==> config.mk <==
export PLATFORM = sky130hd
export DESIGN_NAME = modexp_scheduler_flat
export DESIGN_NICKNAME = d
export VERILOG_FILES = /design/src/rtl/rsa_pkg.sv /design/src/rtl/modexp_scheduler_if.sv /design/src/rtl/rr_arbiter.sv /design/src/rtl/modexp_scheduler.sv /design/src/flat_wrapper.sv
export SDC_FILE = /design/constraint.sdc
export NUM_CORES = 1
export LEC_CHECK = 0
export BUFFER_PORTS_ARGS = -buffer_cell sky130_fd_sc_hd__buf_4
export CAP_MARGIN = 20
export CORE_AREA = 2 2 140 142
export DETAILED_ROUTE_END_ITERATION = 8
export DIE_AREA = 0 0 142 144
export GPL_ROUTABILITY_DRIVEN = 0
export PLACE_DENSITY = 0.67
export REMOVE_ABC_BUFFERS = 1
export SKIP_CTS_REPAIR_TIMING = 1
export SLEW_MARGIN = 20
export SYNTH_ARGS = -nofsm -noshare
export SYNTH_HDL_FRONTEND = slang
export SYNTH_SLANG_ARGS = --single-unit
==> constraint.sdc <==
create_clock -name clk -period 2.6 [get_ports clk]
set_input_delay 0.26 -clock clk [delete_from_list [all_inputs] [get_ports clk]]
set_output_delay 0.26 -clock clk [all_outputs]
set_load 0.02 [all_outputs]
==> src/rtl/rsa_pkg.sv <==
// Shared definitions for the modular-exponentiation scheduler: state encoding,
// default operand width and the default engine watchdog budget.
package rsa_pkg;

    localparam int DEF_WORDSIZE       = 16;
    // Engine spends this many cycles per exponent bit (square + multiply).
    localparam int ENG_CYCLES_PER_BIT = 32;
    localparam int DEF_TIMEOUT_CYCLES = 2 * DEF_WORDSIZE * ENG_CYCLES_PER_BIT;

    localparam logic [1:0] ST_IDLE = 2'd0;
    localparam logic [1:0] ST_LOAD = 2'd1;
    localparam logic [1:0] ST_RUN  = 2'd2;
    localparam logic [1:0] ST_RESP = 2'd3;

endpackage

==> src/rtl/modexp_scheduler_if.sv <==
// Requester-side bundle of the scheduler: job request handshake with flattened
// operands and the response handshake on a shared result bus.
interface modexp_scheduler_if #(
    parameter int NUM_REQ = 2,
    parameter int W2      = 32
);
    logic [NUM_REQ-1:0]    req_valid;
    logic [NUM_REQ-1:0]    req_ready;
    logic [NUM_REQ*W2-1:0] req_base;
    logic [NUM_REQ*W2-1:0] req_modulo;
    logic [NUM_REQ*W2-1:0] req_exponent;
    logic [NUM_REQ-1:0]    resp_valid;
    logic [NUM_REQ-1:0]    resp_ready;
    logic [W2-1:0]         resp_result;
    logic                  resp_err;

    modport master (
        output req_valid, req_base, req_modulo, req_exponent, resp_ready,
        input  req_ready, resp_valid, resp_result, resp_err
    );

    modport slave (
        input  req_valid, req_base, req_modulo, req_exponent, resp_ready,
        output req_ready, resp_valid, resp_result, resp_err
    );
endinterface

==> src/rtl/rr_arbiter.sv <==
// Combinational round-robin picker: first requester after last_grant, wrapping.
module rr_arbiter #(
    parameter  int NUM_REQ = 2,
    localparam int IW      = (NUM_REQ > 1) ? $clog2(NUM_REQ) : 1
) (
    input  logic [NUM_REQ-1:0] req,
    input  logic [IW-1:0]      last_grant,
    output logic [NUM_REQ-1:0] grant,
    output logic [IW-1:0]      grant_idx,
    output logic               grant_valid
);

    // Scan from last_grant+1 so the previous winner is considered last.
    always_comb begin
        int idx;
        grant       = '0;
        grant_idx   = '0;
        grant_valid = 1'b0;
        for (int k = 1; k <= NUM_REQ; k++) begin
            idx = (int'(last_grant) + k) % NUM_REQ;
            if (!grant_valid && req[IW'(idx)]) begin
                grant_valid = 1'b1;
                grant_idx   = IW'(idx);
            end else begin
                grant_valid = grant_valid;
            end
        end
        if (grant_valid) begin
            grant = {{(NUM_REQ-1){1'b0}}, 1'b1} << grant_idx;
        end else begin
            grant = '0;
        end
    end

endmodule

==> src/rtl/modexp_scheduler.sv <==
// Shares one modexp engine between NUM_REQ requesters: round-robin accept,
// operand latch, load/run/finish sequencing with watchdog, and result return.
module modexp_scheduler
    import rsa_pkg::*;
#(
    parameter  int WORDSIZE       = DEF_WORDSIZE,
    parameter  int NUM_REQ        = 2,
    parameter  int TIMEOUT_CYCLES = DEF_TIMEOUT_CYCLES,
    localparam int W2             = 2 * WORDSIZE,
    localparam int IW             = (NUM_REQ > 1) ? $clog2(NUM_REQ) : 1,
    localparam int TW             = $clog2(TIMEOUT_CYCLES) + 1
) (
    input  logic                clk,
    input  logic                reset_n,
    modexp_scheduler_if.slave   rq,
    output logic                busy,
    output logic                eng_load,
    output logic [W2-1:0]       eng_base,
    output logic [W2-1:0]       eng_modulo,
    output logic [W2-1:0]       eng_exponent,
    input  logic                eng_finish,
    input  logic [W2-1:0]       eng_result
);

    logic [1:0]         state_q, state_d;
    logic [IW-1:0]      owner_q, owner_d;
    logic [IW-1:0]      last_grant_q, last_grant_d;
    logic [TW-1:0]      timer_q, timer_d;
    logic [W2-1:0]      base_q, base_d, modulo_q, modulo_d, exponent_q, exponent_d;
    logic [NUM_REQ-1:0] req_ready_q, req_ready_d;
    logic [NUM_REQ-1:0] resp_valid_q, resp_valid_d;
    logic [W2-1:0]      resp_result_q, resp_result_d;
    logic               resp_err_q, resp_err_d;
    logic               eng_load_q, eng_load_d;
    logic               busy_q, busy_d;

    logic [NUM_REQ-1:0] grant_s;
    logic [IW-1:0]      grant_idx_s;
    logic               grant_valid_s;
    logic [W2-1:0]      sel_base_s, sel_modulo_s, sel_exponent_s;
    logic [NUM_REQ-1:0] owner_hot_s;

    rr_arbiter #(.NUM_REQ(NUM_REQ)) u_arb (
        .req         (rq.req_valid),
        .last_grant  (last_grant_q),
        .grant       (grant_s),
        .grant_idx   (grant_idx_s),
        .grant_valid (grant_valid_s)
    );

    // Operand mux for the winning requester.
    always_comb begin
        sel_base_s     = '0;
        sel_modulo_s   = '0;
        sel_exponent_s = '0;
        for (int k = 0; k < NUM_REQ; k++) begin
            if (grant_idx_s == IW'(k)) begin
                sel_base_s     = rq.req_base[k*W2 +: W2];
                sel_modulo_s   = rq.req_modulo[k*W2 +: W2];
                sel_exponent_s = rq.req_exponent[k*W2 +: W2];
            end else begin
                sel_base_s     = sel_base_s;
            end
        end
    end

    assign owner_hot_s = {{(NUM_REQ-1){1'b0}}, 1'b1} << owner_q;

    // Next-state logic for the job sequencer.
    always_comb begin
        state_d       = state_q;
        owner_d       = owner_q;
        last_grant_d  = last_grant_q;
        timer_d       = timer_q;
        base_d        = base_q;
        modulo_d      = modulo_q;
        exponent_d    = exponent_q;
        req_ready_d   = '0;
        resp_valid_d  = resp_valid_q;
        resp_result_d = resp_result_q;
        resp_err_d    = resp_err_q;
        eng_load_d    = 1'b0;
        case (state_q)
            ST_IDLE: begin
                if (grant_valid_s) begin
                    req_ready_d = grant_s;
                    owner_d     = grant_idx_s;
                    if (sel_modulo_s == '0) begin
                        // Zero modulus is answered directly; the engine never sees it.
                        resp_err_d    = 1'b1;
                        resp_result_d = '0;
                        resp_valid_d  = grant_s;
                        state_d       = ST_RESP;
                    end else begin
                        base_d     = sel_base_s;
                        modulo_d   = sel_modulo_s;
                        exponent_d = sel_exponent_s;
                        eng_load_d = 1'b1;
                        state_d    = ST_LOAD;
                    end
                end else begin
                    state_d = ST_IDLE;
                end
            end
            ST_LOAD: begin
                timer_d = '0;
                state_d = ST_RUN;
            end
            ST_RUN: begin
                timer_d = timer_q + TW'(1);
                if (eng_finish) begin
                    resp_result_d = eng_result;
                    resp_err_d    = 1'b0;
                    resp_valid_d  = owner_hot_s;
                    state_d       = ST_RESP;
                end else if (timer_q == TW'(TIMEOUT_CYCLES - 1)) begin
                    // Abandon the job; the next LOAD reinitialises the engine.
                    resp_result_d = '0;
                    resp_err_d    = 1'b1;
                    resp_valid_d  = owner_hot_s;
                    state_d       = ST_RESP;
                end else begin
                    state_d = ST_RUN;
                end
            end
            ST_RESP: begin
                if (rq.resp_ready[owner_q]) begin
                    resp_valid_d = '0;
                    last_grant_d = owner_q;
                    state_d      = ST_IDLE;
                end else begin
                    state_d = ST_RESP;
                end
            end
            default: begin
                resp_valid_d = '0;
                state_d      = ST_IDLE;
            end
        endcase
        busy_d = (state_d != ST_IDLE);
    end

    // State and output registers.
    always_ff @(posedge clk or negedge reset_n) begin
        if (!reset_n) begin
            state_q       <= ST_IDLE;
            owner_q       <= '0;
            last_grant_q  <= IW'(NUM_REQ - 1);
            timer_q       <= '0;
            base_q        <= '0;
            modulo_q      <= '0;
            exponent_q    <= '0;
            req_ready_q   <= '0;
            resp_valid_q  <= '0;
            resp_result_q <= '0;
            resp_err_q    <= 1'b0;
            eng_load_q    <= 1'b0;
            busy_q        <= 1'b0;
        end else begin
            state_q       <= state_d;
            owner_q       <= owner_d;
            last_grant_q  <= last_grant_d;
            timer_q       <= timer_d;
            base_q        <= base_d;
            modulo_q      <= modulo_d;
            exponent_q    <= exponent_d;
            req_ready_q   <= req_ready_d;
            resp_valid_q  <= resp_valid_d;
            resp_result_q <= resp_result_d;
            resp_err_q    <= resp_err_d;
            eng_load_q    <= eng_load_d;
            busy_q        <= busy_d;
        end
    end

    assign rq.req_ready   = req_ready_q;
    assign rq.resp_valid  = resp_valid_q;
    assign rq.resp_result = resp_result_q;
    assign rq.resp_err    = resp_err_q;
    assign busy           = busy_q;
    assign eng_load       = eng_load_q;
    assign eng_base       = base_q;
    assign eng_modulo     = modulo_q;
    assign eng_exponent   = exponent_q;

endmodule

==> src/flat_wrapper.sv <==
// flat-port wrapper written by rule: the top's interface ports become plain ports
module modexp_scheduler_flat import rsa_pkg::*;
#(
    parameter  int WORDSIZE       = DEF_WORDSIZE,
    parameter  int NUM_REQ        = 2,
    parameter  int TIMEOUT_CYCLES = DEF_TIMEOUT_CYCLES,
    localparam int W2             = 2 * WORDSIZE,
    localparam int IW             = (NUM_REQ > 1) ? $clog2(NUM_REQ) : 1,
    localparam int TW             = $clog2(TIMEOUT_CYCLES) + 1
)
  (clk, reset_n, busy, eng_load, eng_base, eng_modulo, eng_exponent, eng_finish, eng_result, rq_req_valid, rq_req_base, rq_req_modulo, rq_req_exponent, rq_resp_ready, rq_req_ready, rq_resp_valid, rq_resp_result, rq_resp_err);
  modexp_scheduler_if #(.NUM_REQ(NUM_REQ), .W2((32))) rq_i ();
  input  logic clk;
  input  logic reset_n;
  output logic busy;
  output logic eng_load;
  output logic [W2-1:0] eng_base;
  output logic [W2-1:0] eng_modulo;
  output logic [W2-1:0] eng_exponent;
  input  logic eng_finish;
  input  logic [W2-1:0] eng_result;
  input wire logic [$bits(rq_i.req_valid)-1:0] rq_req_valid;
  input wire logic [$bits(rq_i.req_base)-1:0] rq_req_base;
  input wire logic [$bits(rq_i.req_modulo)-1:0] rq_req_modulo;
  input wire logic [$bits(rq_i.req_exponent)-1:0] rq_req_exponent;
  input wire logic [$bits(rq_i.resp_ready)-1:0] rq_resp_ready;
  output wire logic [$bits(rq_i.req_ready)-1:0] rq_req_ready;
  output wire logic [$bits(rq_i.resp_valid)-1:0] rq_resp_valid;
  output wire logic [$bits(rq_i.resp_result)-1:0] rq_resp_result;
  output wire logic [$bits(rq_i.resp_err)-1:0] rq_resp_err;
  assign rq_i.req_valid = rq_req_valid;
  assign rq_i.req_base = rq_req_base;
  assign rq_i.req_modulo = rq_req_modulo;
  assign rq_i.req_exponent = rq_req_exponent;
  assign rq_i.resp_ready = rq_resp_ready;
  assign rq_req_ready = rq_i.req_ready;
  assign rq_resp_valid = rq_i.resp_valid;
  assign rq_resp_result = rq_i.resp_result;
  assign rq_resp_err = rq_i.resp_err;
  modexp_scheduler #(.WORDSIZE(WORDSIZE), .NUM_REQ(NUM_REQ), .TIMEOUT_CYCLES(TIMEOUT_CYCLES)) u_core (.clk(clk), .reset_n(reset_n), .rq(rq_i), .busy(busy), .eng_load(eng_load), .eng_base(eng_base), .eng_modulo(eng_modulo), .eng_exponent(eng_exponent), .eng_finish(eng_finish), .eng_result(eng_result));
endmodule
==> results.py <==
metrics = {
    "run_status": {
        "status": "finished clean",
    },
    "global_route": {
        "grt.total_usage": 0.204,
        "first_global_vias": 6252,
        "overflow": 0,
        "grt_max_degree": 118,
        "grt_pass1_wl_um": 32400,
        "antenna_found_initial": 0,
    },
    "layout": {
        "fin_cells": 1301,
        "finalNetCount": 1286,
        "area_growth_pct": 51.9,
        "fillers": 1761,
        "drive_gt1_frac": 0.402,
        "n_antenna_cell": 0,
    },
    "floorplan": {
        "initial_core_util": 0.369,
        "die_h_um": 144,
        "core_um2": 19100,
        "rows": 51,
        "dieArea_um2": 20400,
        "die_w_um": 142,
        "design.portCount": 366,
    },
    "synth": {
        "syn_area_per_cell_um2": 10.0,
        "yosysTopAreaCellShare": 0.530,
        "synth_simple_gate_area_frac": 0.146,
        "syn-instance-count": 703,
        "synth.area.top_cells": "dfrtp_1 (53%), mux2i_1 (14%), a21oi_1 (7.3%), nor2_1 (5.7%), nand2_1 (4.4%)",
        "ys_types": 43,
        "synth_edf_count": 0,
        "netlist_area_um2": 7040,
        "synth_compound_area_frac": 0.130,
        "ys_ff_latch": 150,
        "synth_top_family_by_area": "simple AND/OR/NAND/NOR gates",
        "ys_seq_area_frac": 0.534,
        "yosysMostFrequentCell": "dfrtp_1",
        "synth-main-ff-cell": "dfrtp_1",
        "synthArstFlopShare": 1.00,
        "synthMuxAreaShare": 0.143,
        "synth_top_cell_by_area": "dfrtp_1",
        "synthTopCellsByCount": "dfrtp_1 (149), nor2_1 (107), a21oi_1 (102), mux2i_1 (99), nand2_1 (82)",
        "ys_warn_count": 0,
        "synthAdderAreaFrac": 0.00889,
        "synth_xor_area_frac": 0.00249,
    },
    "clocking": {
        "clk_pin_slew_ns": 0.07,
        "clock_path_buffers": 2,
        "cts_tree": "built",
        "htreeDepth": 4,
        "cts_buffers": 17,
        "cts_sinks": 150,
        "clock-root-buffer": "clkbuf_16",
        "clock_latency_ns": 0.42,
    },
    "critical_path": {
        "path_depth": 8,
        "start_kind": "flip-flop",
        "slowest_delay_ns": 0.41,
        "cp-startpoint": "u_core.timer_q[0]$_DFFE_PN0P_",
        "worstPathCellList": "ha_1 -> and4b_1 -> a31oi_1 -> nand2_1 -> o2111a_2 -> nor2_2 -> buf_12 -> a22oi_1",
        "path_buf_inv": 1,
        "crit_arrival_ns": 2.42,
        "rr_worst_depth": 8,
        "r2r_slack_ns": 0.45,
        "cp_max_fo": 33,
        "cp_top_family": "compound AO/OA/AOI/OAI gates",
        "r2r-start": "u_core.timer_q[0]$_DFFE_PN0P_",
        "crit_end": "u_core.rq.resp_err$_DFFE_PN0P_",
        "r2r-end": "u_core.rq.resp_err$_DFFE_PN0P_",
        "critical_path_class": "flip-flop to flip-flop",
        "critical_path.slowest_cell": "dfrtp_1",
        "endpoint_kind": "flip-flop",
        "cp.required_ns": 2.88,
    },
    "placed_design": {
        "place_hpwl_um": 16100,
        "port_buffers": 364,
        "placedCellCount": 1268,
    },
    "drt": {
        "drt_wl_total_um": 21500,
        "vias": 6421,
        "via_per_inst": 4.94,
        "drcViolationCount": 0,
        "drt_iter0_markers": 214,
        "route.detailed.wl_per_inst_um": 16.5,
        "ant_nets": 0,
        "dr.pass1.iters": 4,
    },
    "power_and_ir_drop": {
        "intPower_mw": 7.74,
        "p_per_area_nw_per_um2": 1200,
        "share_seq_of_total_power": 0.310,
        "p_sw_frac": 0.394,
        "p_clk_frac": 0.215,
        "p_switching_mw": 5.04,
        "power_frac_comb": 0.475,
        "leakagePower_nw": 5.20,
        "vdd_drop_max_mv": 0.572,
    },
    "timing": {
        "slew_headroom": 0.625,
        "fin_crit_sh": 0.826,
        "hold_viol_final": 0,
        "finalSetupTns_ns": 0,
        "setup_viol": 0,
        "skew_ns": 0.00883,
        "fmax_mhz": 465,
        "rsz0062_at_grt": "no",
        "slew_violations": 0,
        "finalCriticalPeriod_ns": 2.15,
        "worstMarginPinSlew_ns": 0.562,
    },
    "job": {
        "drv_cap": 0,
    },
    "worst_hold_path": {
        "hp-class": "primary input to flip-flop",
        "min_from": "eng_result[1]",
    },
}
[metal layers]
layer	track usage	up-vias	part of all wire
li1	-	3161	-
met1	0.247	2979	0.40
met2	0.346	245	0.50
met3	0.0662	36	0.080
met4	0.0695	0	0.020
met5	0	-	0
[registers in the layout (all words and copies together) (netlist names)]
signal                 count
u_core.owner_q             1
u_core.rq.req_ready        2
u_core.state_q             2
u_core.eng_base           32
u_core.eng_exponent       32
u_core.last_grant_q        1
u_core.rq.resp_err         1
u_core.rq.resp_result     32
u_core.eng_modulo         32
u_core.busy                1
u_core.rq.resp_valid       2
u_core.timer_q            11
u_core.eng_load            1
[power by group through the flow]
stage               clock network [mW]  logic (mW)  registers (mW)
finish                            2.74        6.07            3.96
global route                      2.90        6.57            4.11
global placement                     0        6.06            3.95
detailed placement                   0        6.13            4.00
floorplan                            0        2.20            5.19
CTS                               2.80        6.14            3.97
[cell usage in the layout, fill, tap and decap left out, types with 3 or more instances in the layout]
cell,Yosys,routed
buf_4,2,368
dfrtp_1,149,149
nor2_1,107,107
a21oi_1,102,102
mux2i_1,99,99
nand2_1,82,82
o22ai_1,23,23
clkbuf_16,0,17
nor4_1,13,13
o22ai_2,10,10
inv_1,8,8
nand4_1,6,6
nand3_1,6,6
o21ai_0,6,6
buf_12,0,6
ha_1,5,5
bufinv_16,0,5
or3_1,4,4
nor4_2,3,3
nor3_1,4,3
clkinvlp_4,0,3
[layout make-up]
type	count	area [um^2]	share of cell area
clock buffers	21	460	0.0431
inverters	8	30.0	0.00281
repair buffers	376	2900	0.272
clock inverters	11	195	0.0183
well taps	238	298	0.0278
flip-flops and latches	150	3750	0.351
multi-input cells	497	3050	0.285
[through the flow]
stage	area (um^2)	power [mW]	hold slack (ns)	worst slack, ns	util
2_1_floorplan	6820	7.39	-0.0356	-8.74	-
3_3_place_gp	10000	10.0	0.0848	0.377	0.526
3_5_place_dp	10000	10.1	0.0853	0.347	0.526
4_1_cts	10700	12.9	-0.371	0.463	0.560
5_1_grt	10700	13.6	0.0724	0.238	0.560
6_report	10700	12.8	0.0913	0.451	0.560
[tightest hold or removal path, stage by stage]
cell and delay (ns):
buf_4 0.11, nand2_1 0.04, o22ai_1 0.06
[worst min-delay path by stage]
stage | endpoint | cells past startpoint
after floorplan | u_core.busy$_DFF_PN0_ | 0
after global placement | u_core.timer_q[8]$_DFFE_PN0P_ | 1
after detailed placement | u_core.timer_q[8]$_DFFE_PN0P_ | 1
after CTS | u_core.timer_q[8]$_DFFE_PN0P_ | 1
after global routing | u_core.rq.resp_result[30]$_DFFE_PN0P_ | 3
final | u_core.rq.resp_result[1]$_DFFE_PN0P_ | 3
[cells by family (layout without fill, tap and decap cells)]
family | Yosys count | after routing
and+or+nand+nor | 237 | 237
AOI/OAI and AO/OA | 153 | 153
DFF | 150 | 150
muxes | 100 | 100
buffers and inverters | 56 | 416
adders and majority gates | 5 | 5
xor gates and xnor gates | 2 | 2
Note: power is estimated with default switching activity, not from simulation.
